## src/rtl/lsu_mem_stage.sv

```systemverilog
// Memory-access stage: issues one AGU uop at a time to the data-memory port,
// aligns and extends load data, and writes back loads, stores and exceptions.
module lsu_mem_stage #(
  parameter int SQN_W = 6,
  parameter int TAG_W = 6,
  parameter int NM_W  = 5
) (
  input  logic             clk,
  input  logic             rst,
  input  logic             IN_branch_taken,
  input  logic [SQN_W-1:0] IN_branch_sqN,
  input  logic             IN_valid,
  input  logic [31:0]      IN_addr,
  input  logic [31:0]      IN_data,
  input  logic [3:0]       IN_wmask,
  input  logic             IN_isLoad,
  input  logic [1:0]       IN_shamt,
  input  logic [1:0]       IN_size,
  input  logic             IN_signExtend,
  input  logic             IN_exception,
  input  logic [31:0]      IN_pc,
  input  logic [TAG_W-1:0] IN_tagDst,
  input  logic [NM_W-1:0]  IN_nmDst,
  input  logic [SQN_W-1:0] IN_sqN,
  output logic             OUT_stall,
  output logic             OUT_mem_req,
  output logic             OUT_mem_we,
  output logic [29:0]      OUT_mem_addr,
  output logic [31:0]      OUT_mem_wdata,
  output logic [3:0]       OUT_mem_wmask,
  input  logic             IN_mem_ready,
  input  logic [31:0]      IN_mem_rdata,
  output logic             OUT_wb_valid,
  output logic [31:0]      OUT_wb_result,
  output logic             OUT_wb_exception,
  output logic [TAG_W-1:0] OUT_wb_tagDst,
  output logic [NM_W-1:0]  OUT_wb_nmDst,
  output logic [SQN_W-1:0] OUT_wb_sqN,
  output logic [31:0]      OUT_wb_pc
);

  localparam logic [1:0] S_IDLE  = 2'd0;
  localparam logic [1:0] S_ISSUE = 2'd1;
  localparam logic [1:0] S_WAIT  = 2'd2;

  logic [1:0]       state;
  logic             e_is_load;
  logic [1:0]       e_shamt;
  logic [1:0]       e_size;
  logic             e_sext;
  logic [31:0]      e_pc;
  logic [TAG_W-1:0] e_tag;
  logic [NM_W-1:0]  e_nm;
  logic [SQN_W-1:0] e_sqn;

  // Byte offset within the word is carried separately in IN_shamt.
  logic unused_addr_bits;
  assign unused_addr_bits = ^IN_addr[1:0];

  // True when uop a is strictly younger than branch b (wrap-around compare).
  function automatic logic younger(input logic [SQN_W-1:0] a, input logic [SQN_W-1:0] b);
    logic [SQN_W-1:0] d;
    d = a - b;
    return !d[SQN_W-1] && (d != '0);
  endfunction

  function automatic logic [31:0] align(input logic [31:0] rdata, input logic [1:0] shamt,
                                        input logic [1:0] size, input logic sext);
    logic [31:0] s;
    s = rdata >> {shamt, 3'b000};
    case (size)
      2'd0:    align = sext ? {{24{s[7]}}, s[7:0]} : {24'b0, s[7:0]};
      2'd1:    align = sext ? {{16{s[15]}}, s[15:0]} : {16'b0, s[15:0]};
      default: align = s;
    endcase
  endfunction

  logic in_flush;
  logic held_flush;
  assign in_flush   = IN_branch_taken && younger(IN_sqN, IN_branch_sqN);
  assign held_flush = IN_branch_taken && younger(e_sqn, IN_branch_sqN);

  assign OUT_stall = (state != S_IDLE);

  // Memory handshake: a request transfers on a rising edge where OUT_mem_req
  // and IN_mem_ready are both high; until then every OUT_mem_* field holds.
  // A flush of the held uop in that same cycle cancels the transfer, and read
  // data arrives on IN_mem_rdata in the cycle after a transferred read.
  always_ff @(posedge clk) begin
    if (!rst) begin
      state            <= S_IDLE;
      e_is_load        <= 1'b0;
      e_shamt          <= '0;
      e_size           <= '0;
      e_sext           <= 1'b0;
      e_pc             <= '0;
      e_tag            <= '0;
      e_nm             <= '0;
      e_sqn            <= '0;
      OUT_mem_req      <= 1'b0;
      OUT_mem_we       <= 1'b0;
      OUT_mem_addr     <= '0;
      OUT_mem_wdata    <= '0;
      OUT_mem_wmask    <= '0;
      OUT_wb_valid     <= 1'b0;
      OUT_wb_result    <= '0;
      OUT_wb_exception <= 1'b0;
      OUT_wb_tagDst    <= '0;
      OUT_wb_nmDst     <= '0;
      OUT_wb_sqN       <= '0;
      OUT_wb_pc        <= '0;
    end else begin
      OUT_wb_valid <= 1'b0;
      case (state)
        S_IDLE: begin
          if (IN_valid && !in_flush) begin
            e_is_load <= IN_isLoad;
            e_shamt   <= IN_shamt;
            e_size    <= IN_size;
            e_sext    <= IN_signExtend;
            e_pc      <= IN_pc;
            e_tag     <= IN_tagDst;
            e_nm      <= IN_nmDst;
            e_sqn     <= IN_sqN;
            if (IN_exception) begin
              OUT_wb_valid     <= 1'b1;
              OUT_wb_result    <= '0;
              OUT_wb_exception <= 1'b1;
              OUT_wb_tagDst    <= IN_tagDst;
              OUT_wb_nmDst     <= IN_nmDst;
              OUT_wb_sqN       <= IN_sqN;
              OUT_wb_pc        <= IN_pc;
            end else begin
              state         <= S_ISSUE;
              OUT_mem_req   <= 1'b1;
              OUT_mem_we    <= !IN_isLoad;
              OUT_mem_addr  <= IN_addr[31:2];
              OUT_mem_wdata <= IN_data;
              OUT_mem_wmask <= IN_wmask;
            end
          end
        end
        S_ISSUE: begin
          if (held_flush) begin
            OUT_mem_req <= 1'b0;
            state       <= S_IDLE;
          end else if (IN_mem_ready) begin
            OUT_mem_req <= 1'b0;
            if (e_is_load) begin
              state <= S_WAIT;
            end else begin
              state            <= S_IDLE;
              OUT_wb_valid     <= 1'b1;
              OUT_wb_result    <= '0;
              OUT_wb_exception <= 1'b0;
              OUT_wb_tagDst    <= e_tag;
              OUT_wb_nmDst     <= e_nm;
              OUT_wb_sqN       <= e_sqn;
              OUT_wb_pc        <= e_pc;
            end
          end
        end
        S_WAIT: begin
          state <= S_IDLE;
          if (!held_flush) begin
            OUT_wb_valid     <= 1'b1;
            OUT_wb_result    <= align(IN_mem_rdata, e_shamt, e_size, e_sext);
            OUT_wb_exception <= 1'b0;
            OUT_wb_tagDst    <= e_tag;
            OUT_wb_nmDst     <= e_nm;
            OUT_wb_sqN       <= e_sqn;
            OUT_wb_pc        <= e_pc;
          end
        end
        default: state <= S_IDLE;
      endcase
    end
  end

endmodule

```

## config.mk

```make
export PLATFORM = sky130hd
export DESIGN_NAME = lsu_mem_stage
export DESIGN_NICKNAME = d
export VERILOG_FILES = /design/src/rtl/lsu_mem_stage.sv
export SDC_FILE = /design/constraint.sdc
export NUM_CORES = 1
export LEC_CHECK = 0
export BUFFER_PORTS_ARGS = -buffer_cell sky130_fd_sc_hd__buf_2
export CAP_MARGIN = 40
export CORE_MARGIN = 2
export CORE_UTILIZATION = 50
export DETAILED_ROUTE_END_ITERATION = 12
export GPL_TIMING_DRIVEN = 0
export HOLD_SLACK_MARGIN = 0.08
export PLACE_DENSITY_LB_ADDON = 0.25
export RECOVER_POWER = 25
export SKIP_CTS_REPAIR_TIMING = 1
export SYNTH_ARGS = -nofsm -noshare
export SYNTH_HDL_FRONTEND = slang
export SYNTH_SLANG_ARGS = --single-unit
```

## constraint.sdc

```tcl
create_clock -name clk -period 4.7 [get_ports clk]
set_input_delay 0.94 -clock clk [delete_from_list [all_inputs] [get_ports clk]]
set_output_delay 0.94 -clock clk [all_outputs]
set_load 0.01 [all_outputs]
```

==> impl_metrics.tcl <==
set metrics [dict create \
    status "finished clean" \
    die_w_um 144 \
    fp.coreArea_um2 19300 \
    cp_max_fo 10 \
    slew_violations 0 \
    clkLatencyLatePin_ns 0.50 \
    initial_utilization_pct 50.6 \
    gp_congestion 0.885 \
    drtIter0Drc 294 \
    tightest_slew_ns 0.716 \
    synthDistinctLibCells 44 \
    row_count 51 \
    ys_dominant_reg_cell "dfxtp_1" \
    grt_pass1_wl_um 39600 \
    fin_setup_tns_ns 0 \
    crit_family "simple AND/OR/NAND/NOR gates" \
    routedWlPerCell_um 15.7 \
    synth.avg_cell_area_um2 9.80 \
    grt_max_degree 14 \
    htreeDepth 1 \
    most-common-layout-cells "buf_2, mux2i_1, dfxtp_1" \
    criticalPathCategory "primary input to register" \
    synthAdderAreaFrac_pct 2.20 \
    final.min_clock_period_ns 3.27 \
    finalPower_mw 4.59 \
    dr.pass1.iters 4 \
    dieArea_um2 20700 \
    cp.required_ns 5.12 \
    setup_ws_ns 1.43 \
    cp.arrival_ns 3.69 \
    area.growth.synth_to_final_pct 26.2 \
    synth_top_family_by_area "multiplexers" \
    gr-total-overflow 0 \
    fp.dieH_um 144 \
    yosysSeqAreaShare_pct 42.5 \
    cts.sinks 208 \
    worstHoldPathType "register to register" \
    first_global_vias 7949 \
    mostFrequentLayoutCell "buf_2" \
    drc 0 \
    cts_buffers 23 \
    yosysWarningCount 0 \
    track_usage_pct 23.9 \
    synthCells 999 \
    critical_path.slowest_cell "nor4_1" \
    finalCritPeriodShare_pct 69.6 \
    fmax_mhz 306 \
    preCtsSetupSlack_ns 0.953 \
    synth-simple-area-share_pct 17.0 \
    synth_nets 1182 \
    setup_viol 0 \
    place_hpwl_um 19200 \
    rsz0062_at_grt "no" \
    syn_area_um2 9790 \
    ys_top_cells_by_area "dfxtp_1, mux2i_1, nor2b_1" \
    routed_wl_um 25500 \
    cts_tree "built" \
    cp_slowest_stage_delay_ns 0.48 \
    grt_antenna_before_repair 2 \
    clockRootBuffer "clkbuf_16" \
    p_leak_nw 5.99 \
    critPathLaunchType "primary input" \
    drt.antenna.violating_nets 0 \
    critPathCaptureType "register" \
    drive_gt1_share_pct 25.6 \
    io_pins 319 \
    nNetsFinal 1522 \
    synthXorXnorAreaFrac_pct 0.447 \
    synth_compound_area_share_pct 4.38 \
    synth_mux_area_share_pct 29.1 \
    hold_viol_final 0 \
    vias_per_cell 5.01 \
    ir_worst_vdd_mv 0.290 \
    vias 8133 \
    clock_skew_ns 0.00527 \
    synthArstFlopShare_pct 0 \
    cp_cell_sequence "buf_2, ha_1, inv_1, fa_1, and3_1, o21ai_0, a221oi_2, nor4_1, a21oi_1, o211ai_1, buf_4, buf_6, mux2i_1" \
    clk_pin_slew_ns 0.06 \
    synth_top_area_cell "dfxtp_1" \
    cp_num_buf_inv 4 \
    synth_top_area_share_pct 42.5 \
    relSlewSlack_pct 52.2 \
    cts_buffer_depth 3 \
    max-cap-violations 0 \
    powerDensity_nw_per_um2 371 \
    synth_edf_count 0 \
    io_buffers 315 \
    synth-seq-cells 208 \
]
==> power breakdown <==
part	internal [mW]	switching [mW]	leakage, nW
combinational	0.396	0.442	3.92
sequential	1.88	0.0595	1.70
clock	1.09	0.719	0.378
==> cell usage after synthesis (2+ instances only) <==
cell and instances:
nand2_1 166, dfxtp_1 208, o21ai_1 2, buf_1 2
and2_1 3, and3b_1 2, nor2_1 13, fa_1 2
o21a_1 3, buf_6 9, mux2i_1 220, nor2b_1 124
buf_2 12, o2111ai_1 2, nand3_1 19, buf_4 4
mux2_2 55, ha_1 14, nand2b_1 2, o211ai_1 9
and3_1 3, or3_1 4, a21o_1 3, a21oi_1 14
clkbuf_1 47, o21ai_0 22, inv_1 14, xnor2_1 5
==> cell type report <==
class / count / area [µm²]
Fill cell: 1727 / 6980
Sequential cell: 208 / 4160
Clock buffer: 33 / 663
Buffer: 74 / 375
Multi-Input combinational cell: 703 / 5200
Clock inverter: 8 / 97.6
Tap cell: 265 / 332
Inverter: 14 / 52.6
Antenna cell: 3 / 7.51
Timing Repair Buffer: 315 / 1460
==> final timing paths <==
kind	slack (ns)	endpoint	depth (start not counted)	start
max	1.43	OUT_wb_pc[30]$_SDFFE_PN0P_	13	IN_branch_sqN[0]
min	0.45	OUT_wb_nmDst[1]$_SDFFE_PN0P_	2	OUT_wb_nmDst[1]$_SDFFE_PN0P_
max reg2reg	1.61	OUT_wb_pc[30]$_SDFFE_PN0P_	13	e_sqn[0]$_SDFFE_PN0P_
min reg2reg	0.45	OUT_wb_nmDst[1]$_SDFFE_PN0P_	2	OUT_wb_nmDst[1]$_SDFFE_PN0P_
==> routing by layer <==
| layer | vias up | wire (µm) | global-route usage, % |
|---|---|---|---|
| li1 | 4064 | - | - |
| met1 | 3767 | 10800 | 29.1 |
| met3 | 45 | 1820 | 5.70 |
| met5 | - | 13 | 0 |
| met2 | 255 | 12300 | 42.1 |
| met4 | 2 | 616 | 6.40 |
==> per-stage QoR <==
step / util [%] / cells / cell area, µm² / hold WS (ns)
after floorplan: - / 999 / 9790 / 0.480
after global placement: 60.5 / 1579 / 11700 / 0.441
after detailed placement: 60.5 / 1579 / 11700 / 0.448
after CTS: 64.4 / 1620 / 12500 / 0.457
after global routing: 63.8 / 1620 / 12300 / 0.478
final: 63.9 / 1623 / 12400 / 0.455
==> cells by family (layout without fill, tap and decap cells) <==
| logic type | after synthesis | count (layout) |
|---|---|---|
| other | 0 | 3 |
| DFF | 208 | 208 |
| muxes | 276 | 276 |
| buffers and inverters | 88 | 444 |
| xor gates and xnor gates | 5 | 5 |
| and+or+nand+nor | 340 | 340 |
| AOI/OAI and AO/OA | 66 | 66 |
| adders and majority gates | 16 | 16 |
==> worst reg2reg max path, delay by kind of cell, from the launching register on <==
family                     cells  cell delay [ns]
and+or+nand+nor                2             0.69
buffers and inverters          4             0.64
adders and majority gates      2             0.59
AOI/OAI and AO/OA              4             0.57
DFF                            1             0.31
muxes                          1             0.23
==> state kept, by name, indices dropped and copies added (netlist names), 30 cells and up <==
register       flops
OUT_mem_addr      30
OUT_mem_wdata     32
OUT_wb_pc         32
OUT_wb_result     32
e_pc              32
Note: power is estimated with default switching activity, not from simulation.
